$ cat src/rtl/spy_delay_chain_probe.sv
// On-chip delay probe: a launch register drives a chain of inverting spy-path stages,
// and a launch/wait/capture FSM checks the selected tap and tallies pass/fail trials.
module spy_delay_chain_probe #(
  parameter int CHAIN_LEN = 50,
  parameter int TAP_W     = 6,
  parameter int WAIT_W    = 8,
  parameter int CNT_W     = 16
) (
  input  logic              clk,
  input  logic              rst,
  input  logic              start,
  input  logic [TAP_W-1:0]  tapSel,
  input  logic [WAIT_W-1:0] waitCycles,
  input  logic [CNT_W-1:0]  numTrials,
  input  logic              invertExpect,
  output logic              busy,
  output logic              done,
  output logic [CNT_W-1:0]  passCount,
  output logic [CNT_W-1:0]  failCount,
  output logic              lastSample
);

  // start is a request with no ready: it is taken only while idle, and any
  // pulse seen in LAUNCH/WAIT/CAPTURE/DONE is dropped, never queued.
  typedef enum logic [2:0] {
    S_IDLE,
    S_LAUNCH,
    S_WAIT,
    S_CAPTURE,
    S_DONE
  } state_t;

  state_t state;
  state_t state_n;

  logic              launch_q;
  logic [TAP_W-1:0]  tap_q;
  logic [WAIT_W-1:0] wait_cfg_q;
  logic [CNT_W-1:0]  trials_cfg_q;
  logic              inv_q;
  logic [WAIT_W-1:0] wait_q;
  logic [CNT_W-1:0]  trial_q;
  logic [CNT_W-1:0]  pass_q;
  logic [CNT_W-1:0]  fail_q;
  logic              sample_q;

  logic [TAP_W-1:0]  tap_clamped;
  logic              tap_value;
  logic              expected;
  logic              last_trial;

  (* keep = 1 *) logic [CHAIN_LEN:0] chain;

  assign chain[0] = launch_q;

  for (genvar i = 0; i < CHAIN_LEN; i++) begin : g_stage
    singlepath_1_spy_p5n u_stage (chain[i+1], chain[i], 1'b0, 1'b0, 1'b1, 1'b0);
  end

  // Selection is compared per tap so the index width need not match the chain depth.
  always_comb begin
    tap_value = 1'b0;
    for (int k = 0; k <= CHAIN_LEN; k++) begin
      if (tap_q == TAP_W'(k)) tap_value = chain[k];
    end
  end

  assign tap_clamped = (tapSel > TAP_W'(CHAIN_LEN)) ? TAP_W'(CHAIN_LEN) : tapSel;
  assign expected    = launch_q ^ tap_q[0] ^ inv_q;
  assign last_trial  = ((trial_q + CNT_W'(1)) == trials_cfg_q);

  always_ff @(posedge clk) begin
    if (rst) state <= S_IDLE;
    else     state <= state_n;
  end

  always_comb begin
    state_n = state;
    case (state)
      S_IDLE:    if (start) state_n = (numTrials == '0) ? S_DONE : S_LAUNCH;
      S_LAUNCH:  state_n = (wait_cfg_q != '0) ? S_WAIT : S_CAPTURE;
      S_WAIT:    if (wait_q == WAIT_W'(1)) state_n = S_CAPTURE;
      S_CAPTURE: state_n = last_trial ? S_DONE : S_LAUNCH;
      S_DONE:    state_n = S_IDLE;
      default:   state_n = S_IDLE;
    endcase
  end

  always_ff @(posedge clk) begin
    if (rst) begin
      launch_q     <= 1'b0;
      tap_q        <= '0;
      wait_cfg_q   <= '0;
      trials_cfg_q <= '0;
      inv_q        <= 1'b0;
      wait_q       <= '0;
      trial_q      <= '0;
      pass_q       <= '0;
      fail_q       <= '0;
      sample_q     <= 1'b0;
    end else begin
      case (state)
        S_IDLE: begin
          if (start) begin
            tap_q        <= tap_clamped;
            wait_cfg_q   <= waitCycles;
            trials_cfg_q <= numTrials;
            inv_q        <= invertExpect;
            trial_q      <= '0;
            pass_q       <= '0;
            fail_q       <= '0;
          end
        end
        S_LAUNCH: begin
          launch_q <= ~launch_q;
          wait_q   <= wait_cfg_q;
        end
        S_WAIT: begin
          wait_q <= wait_q - WAIT_W'(1);
        end
        S_CAPTURE: begin
          sample_q <= tap_value;
          trial_q  <= trial_q + CNT_W'(1);
          if (tap_value == expected) begin
            if (pass_q != '1) pass_q <= pass_q + CNT_W'(1);
          end else begin
            if (fail_q != '1) fail_q <= fail_q + CNT_W'(1);
          end
        end
        default: ;
      endcase
    end
  end

  assign busy       = (state == S_LAUNCH) || (state == S_WAIT) || (state == S_CAPTURE);
  assign done       = (state == S_DONE);
  assign passCount  = pass_q;
  assign failCount  = fail_q;
  assign lastSample = sample_q;

endmodule

// One spy-path cell: forced low/high overrides, otherwise inverts when inv_en
// is set and pass_en is clear; the probe ties it as a plain inverter.
module singlepath_1_spy_p5n (
  output logic y,
  input  logic a,
  input  logic force_lo,
  input  logic force_hi,
  input  logic inv_en,
  input  logic pass_en
);
  always_comb begin
    if (force_lo)      y = 1'b0;
    else if (force_hi) y = 1'b1;
    else               y = a ^ (inv_en & ~pass_en);
  end
endmodule

$ cat config.mk
export PLATFORM = sky130hd
export DESIGN_NAME = spy_delay_chain_probe
export DESIGN_NICKNAME = d
export VERILOG_FILES = /design/src/rtl/spy_delay_chain_probe.sv
export SDC_FILE = /design/constraint.sdc
export NUM_CORES = 1
export LEC_CHECK = 0
export BUFFER_PORTS_ARGS = -buffer_cell sky130_fd_sc_hd__buf_2
export CAP_MARGIN = 20
export CORE_MARGIN = 1.5
export CORE_UTILIZATION = 39
export DETAILED_ROUTE_END_ITERATION = 8
export PLACE_DENSITY_LB_ADDON = 0.2
export SETUP_SLACK_MARGIN = 0.3
export SLEW_MARGIN = 30
export SYNTH_ARGS = -nofsm -noshare
export SYNTH_HDL_FRONTEND = slang
export SYNTH_SLANG_ARGS = --single-unit
$ cat constraint.sdc
create_clock -name clk -period 3 [get_ports clk]
set_input_delay 0.15 -clock clk [delete_from_list [all_inputs] [get_ports clk]]
set_output_delay 0.15 -clock clk [all_outputs]
set_load 0.02 [all_outputs]
Word-level counts from Yosys, hierarchy flattened
Index checks and enable logic that the tools add are counted.

word-level totals
  register bits after elaboration = 92
  input port bits = 34
  logic and storage cells = 164

cells by class
  $add $sub $neg = 4
  order comparisons = 1
  eq/ne operators = 65
  multiplexer cells = 67
  bitwise operators = 3
  reduce and logical (&&, ||, !) cells = 13

operators with widths
  operator                 number
  $eq A6 B6 Y1 const B     19
  $eq A6 B5 Y1 const B     16
  $pmux W16 S2             3
  $mux W16                 5
  $mux W1                  52
  $add A16 B1 Y16 const B  3
  $eq A6 B4 Y1 const B     8
  $ne A16 B16 Y1 const B   2
  $eq A6 B3 Y1 const B     4
  $eq A16 B16 Y1           1
  $logic_not A16 Y1        1
  $pmux W8 S2              1
  $eq A6 B2 Y1 const B     2
  $mux W3                  4
  $ne A2 B2 Y1 const B     6
  $pmux W3 S4              1
  $eq A8 B1 Y1 const B     1
  $reduce_and A4 Y1        2
  $reduce_bool A8 Y1       1
  $sub A8 B1 Y8 const B    1
  $eq A3 B2 Y1 const B     2
  $eq A6 B1 Y1 const B     1
  $gt A6 B6 Y1 const B     1
  $logic_not A6 Y1         1
  10 further kinds         15

Logic depth before layout (Yosys ltp)
  depth after elaboration = 55
  mapped depth = 9
  gate-level depth less buffers = 8

Cells and area by module
A second synthesis with hierarchy kept.

unflattened totals
  cell total of the unflattened synthesis = 924
  area total of the unflattened synthesis = 7318.3 um^2

modules (own cells, without submodules)
  module                 instances  cells each  area an instance (um^2)  seq. area each (um^2)
  spy_delay_chain_probe  1          724         5504.0                   1841.8
  singlepath_1_spy_p5n   50         4           36.3                     0.0

Least setup slack after synthesis
No wires, ideal clock.

  path type = reg-to-reg
  from = reg launch_q
  to = reg pass_q[9] (netlist: passCount[9])
  data arrival time = 2.345 ns
  data required time = 2.930 ns
  slack = 0.584 ns
  cell stages (with the launch flop) = 8
  buffers on the path = 1
  period minus slack after synthesis = 2.416 ns
  cell sequence = dfxtp_1 -> buf_6 -> o21ai_1 -> o22ai_2 -> a31oi_2 -> or3_4 -> or4b_1 -> a21oi_1

between the ends
  longest elaborated chain between the ends = 54
  elaborated cells between the ends (all ways) = 57

RTL lines
  element                                       line  text
  from (decl)                                   36    logic launch_q;
  from (signal assigned)                        115   launch_q <= ~launch_q;
  $mux W1 / $not A1 Y1 (equally long branches)  -
  $mux W1 (50 in a row)                         64    if (tap_q == TAP_W'(k)) tap_value = chain[k];
  $eq A1 B1 Y1 *                                124   if (tap_value == expected) begin
  $ne A2 B2 Y1 (no source line) *               -
  $reduce_and A4 Y1 (no source line) *          -
  to (signal assigned)                          125   if (pass_q != '1) pass_q <= pass_q + CNT_W'(1);
  to (decl)                                     43    logic [CNT_W-1:0] pass_q;

Every way passes the cells marked *; elsewhere a longest branch is shown, timed or not.
A chain may end at the register's enable or synchronous reset.

Worst setup path after layout
  from = reg trial_q[0]
  to = reg state[0]

between the ends
  longest elaborated chain between the ends = 4

RTL lines
  element                 line  text
  from (decl)             42    logic [CNT_W-1:0] trial_q;
  from (signal assigned)  123   trial_q <= trial_q + CNT_W'(1);
  $add A16 B1 Y16         70    assign last_trial = ((trial_q + CNT_W'(1)) == trials_cfg_q);
  $eq A16 B16 Y1          70
  $mux W3                 83    S_CAPTURE: state_n = last_trial ? S_DONE : S_LAUNCH;
  $pmux W3 S4             79    case (state)
  to (signal assigned)    74    else state <= state_n;
  to (decl)               33    state_t state;

No other way between the ends.

==> flow_metrics.env <==
export IMPL_grt_max_degree=42
export IMPL_totalWireLength_mm=12.3
export IMPL_core_sq_mm=0.0120
export IMPL_final_util_pct=46.4
export IMPL_hold_viol=0
export IMPL_cts_tree="built"
export IMPL_syn_area_sq_mm=0.00482
export IMPL_gp_congestion=0.870
export IMPL_whs_ns=0.0400
export IMPL_wl_per_cell_microns=14.6
export IMPL_route_vias_total=4657
export IMPL_cts_buffers=9
export IMPL_clkSlewWorstSetupHoldPaths_ns=0.06
export IMPL_reg2reg_to="state[0]$_SDFFE_PP0P_"
export IMPL_fin_ws_ns=0.652
export IMPL_crit_start="trial_q[0]$_SDFFE_PP0P_"
export IMPL_wl_met1_mm=5.76
export IMPL_drc=0
export IMPL_r2r_slack_ns=0.65
export IMPL_reg2reg_from="trial_q[0]$_SDFFE_PP0P_"
export IMPL_avgSynthCellArea_sq_um=7.60
export IMPL_io_buffers=68
export IMPL_regArea_sq_mm=0.00184
export IMPL_worst_pin_slew_ns=0.549
export IMPL_highest_layer="met4"
export IMPL_rows=40
export IMPL_io_pins=69
export IMPL_overflow=0
export IMPL_end_kind="flip-flop"
export IMPL_multi_input_area_sq_mm=0.00281
export IMPL_diodes=0
export IMPL_hpwl_mm=8.66
export IMPL_ant_nets=0
export IMPL_clockBufferDepth=2
export IMPL_finalSetupViolCount=0
export IMPL_grt_antenna_before_repair=0
export IMPL_ctsHoldBuffers=0
export IMPL_fin_crit_sh_pct=78.3
export IMPL_yosysWarnings=0
export IMPL_start_util_pct=40.1
export IMPL_rsz0062_at_grt="no"
export IMPL_fin_crit_ns=2.35
export IMPL_fin_nets=725
export IMPL_die_width_microns=114
export IMPL_crit_arrival_ns=2.59
export IMPL_max_slew_margin_pct=63.4
export IMPL_routed_via_density=5.56
export IMPL_power_density_mw_per_mm2=574
export IMPL_syn_inst=634
export IMPL_cts_sink_count=92
export IMPL_reg2regPathDepth=8
export IMPL_grt_pass1_wl_mm=20.7
export IMPL_finalSetupTns_ns=0
export IMPL_synth_nets=673
export IMPL_fmax_ghz=0.426
export IMPL_area_growth_pct=15.7
export IMPL_endpoint="state[0]$_SDFFE_PP0P_"
export IMPL_hp_class="in2reg"
export IMPL_cap_violations=0
export IMPL_chipHeight_microns=114
export IMPL_clock_latency_ns=0.35
export IMPL_grt_pass1_vias=4323
export IMPL_dieArea_sq_mm=0.0130
export IMPL_critical_path_class="reg2reg"
export IMPL_place_ws_ns=0.688
export IMPL_slew_viol_final=0
export IMPL_route_met3_wl_microns=566
export IMPL_dr_wl_met2_mm=5.71
export IMPL_crit_required_ns=3.24
export IMPL_cts_resized=0
export IMPL_status="finished, final reports clean"
export IMPL_dr_pass1_iters=4
export IMPL_drive_gt1_share_pct=15.5
export IMPL_htreeDepth=3
export IMPL_crit_fanout=8
export IMPL_drtIter0Drc=259
export IMPL_fin_skew_ns=0.00453
export IMPL_nFillCells=1230
export IMPL_p_leak_nw=2.04
export IMPL_cts_setup_buffers=0
export IMPL_grt_usage_pct=19.8
export IMPL_irDropWorstVdd_mv=0.433
export IMPL_startpoint_type="flip-flop"
export IMPL_cts_root_buf="clkbuf_16"
-- registers in the layout, summed over array words and instances (netlist names) --
| name | flops |
|---|---|
| inv_q | 1 |
| trial_q | 16 |
| passCount | 16 |
| tap_q | 6 |
| lastSample | 1 |
| wait_q | 8 |
| trials_cfg_q | 16 |
| wait_cfg_q | 8 |
| state | 3 |
| failCount | 16 |
| launch_q | 1 |
-- routing by layer --
metal  up-vias  GRT usage (%)
met5         -              0
met4         0           8.50
met3        17           3.71
met2       119           32.3
met1      2159           25.7
li1       2362              -
-- how the worst min path moves through the flow --
stage	from	slack, ns	depth (start not counted)	end
2_1_floorplan	numTrials[0]	0.29	2	trials_cfg_q[0]$_SDFFE_PP0P_
3_3_place_gp	waitCycles[4]	0.39	3	wait_cfg_q[4]$_SDFFE_PP0P_
3_5_place_dp	waitCycles[6]	0.40	3	wait_cfg_q[6]$_SDFFE_PP0P_
4_1_cts	waitCycles[5]	0.03	3	wait_cfg_q[5]$_SDFFE_PP0P_
5_1_grt	waitCycles[3]	0.03	3	wait_cfg_q[3]$_SDFFE_PP0P_
6_report	waitCycles[6]	0.04	3	wait_cfg_q[6]$_SDFFE_PP0P_
-- cell usage in the layout, fill, tap and decap left out, types with 13 or more instances in the layout --
master     n
nor3_1    21
nor2_1    68
xnor2_1   22
nand4_1   14
a21oi_1   72
nor4_1    13
dfxtp_1   92
buf_2     68
nand2_1  112
o21ai_0   27
nand3_1   24
-- critical path, stage by stage (launching register included) --
cell and delay, ns:
dfxtp_1 0.44, ha_1 0.32, and4_1 0.35, nand4_1 0.25
nor2_1 0.15, a31oi_1 0.05, nor4_1 0.41, a21boi_1 0.11
o21a_1 0.18
-- per-stage QoR --
stage	instance area, sq um	power (mW)	cells
after floorplan	4820	1.84	634
after global placement	5260	2.00	822
after detailed placement	5260	2.01	822
after CTS	5580	3.24	838
after global routing	5580	3.39	838
final	5580	3.20	838
-- cell type report --
type | instances | area share, %
clock buffers | 12 | 4.42
clock inverters | 4 | 1.30
inverters | 8 | 0.538
multi-input cells | 500 | 50.4
flip-flops and latches | 92 | 33.0
well taps | 147 | 3.30
repair buffers | 75 | 7.05
-- power by group --
group          internal [mW]  switching, mW
sequential              1.30         0.0966
clock                  0.752          0.466
combinational          0.220          0.367
Note: power is estimated with default switching activity, not from simulation.
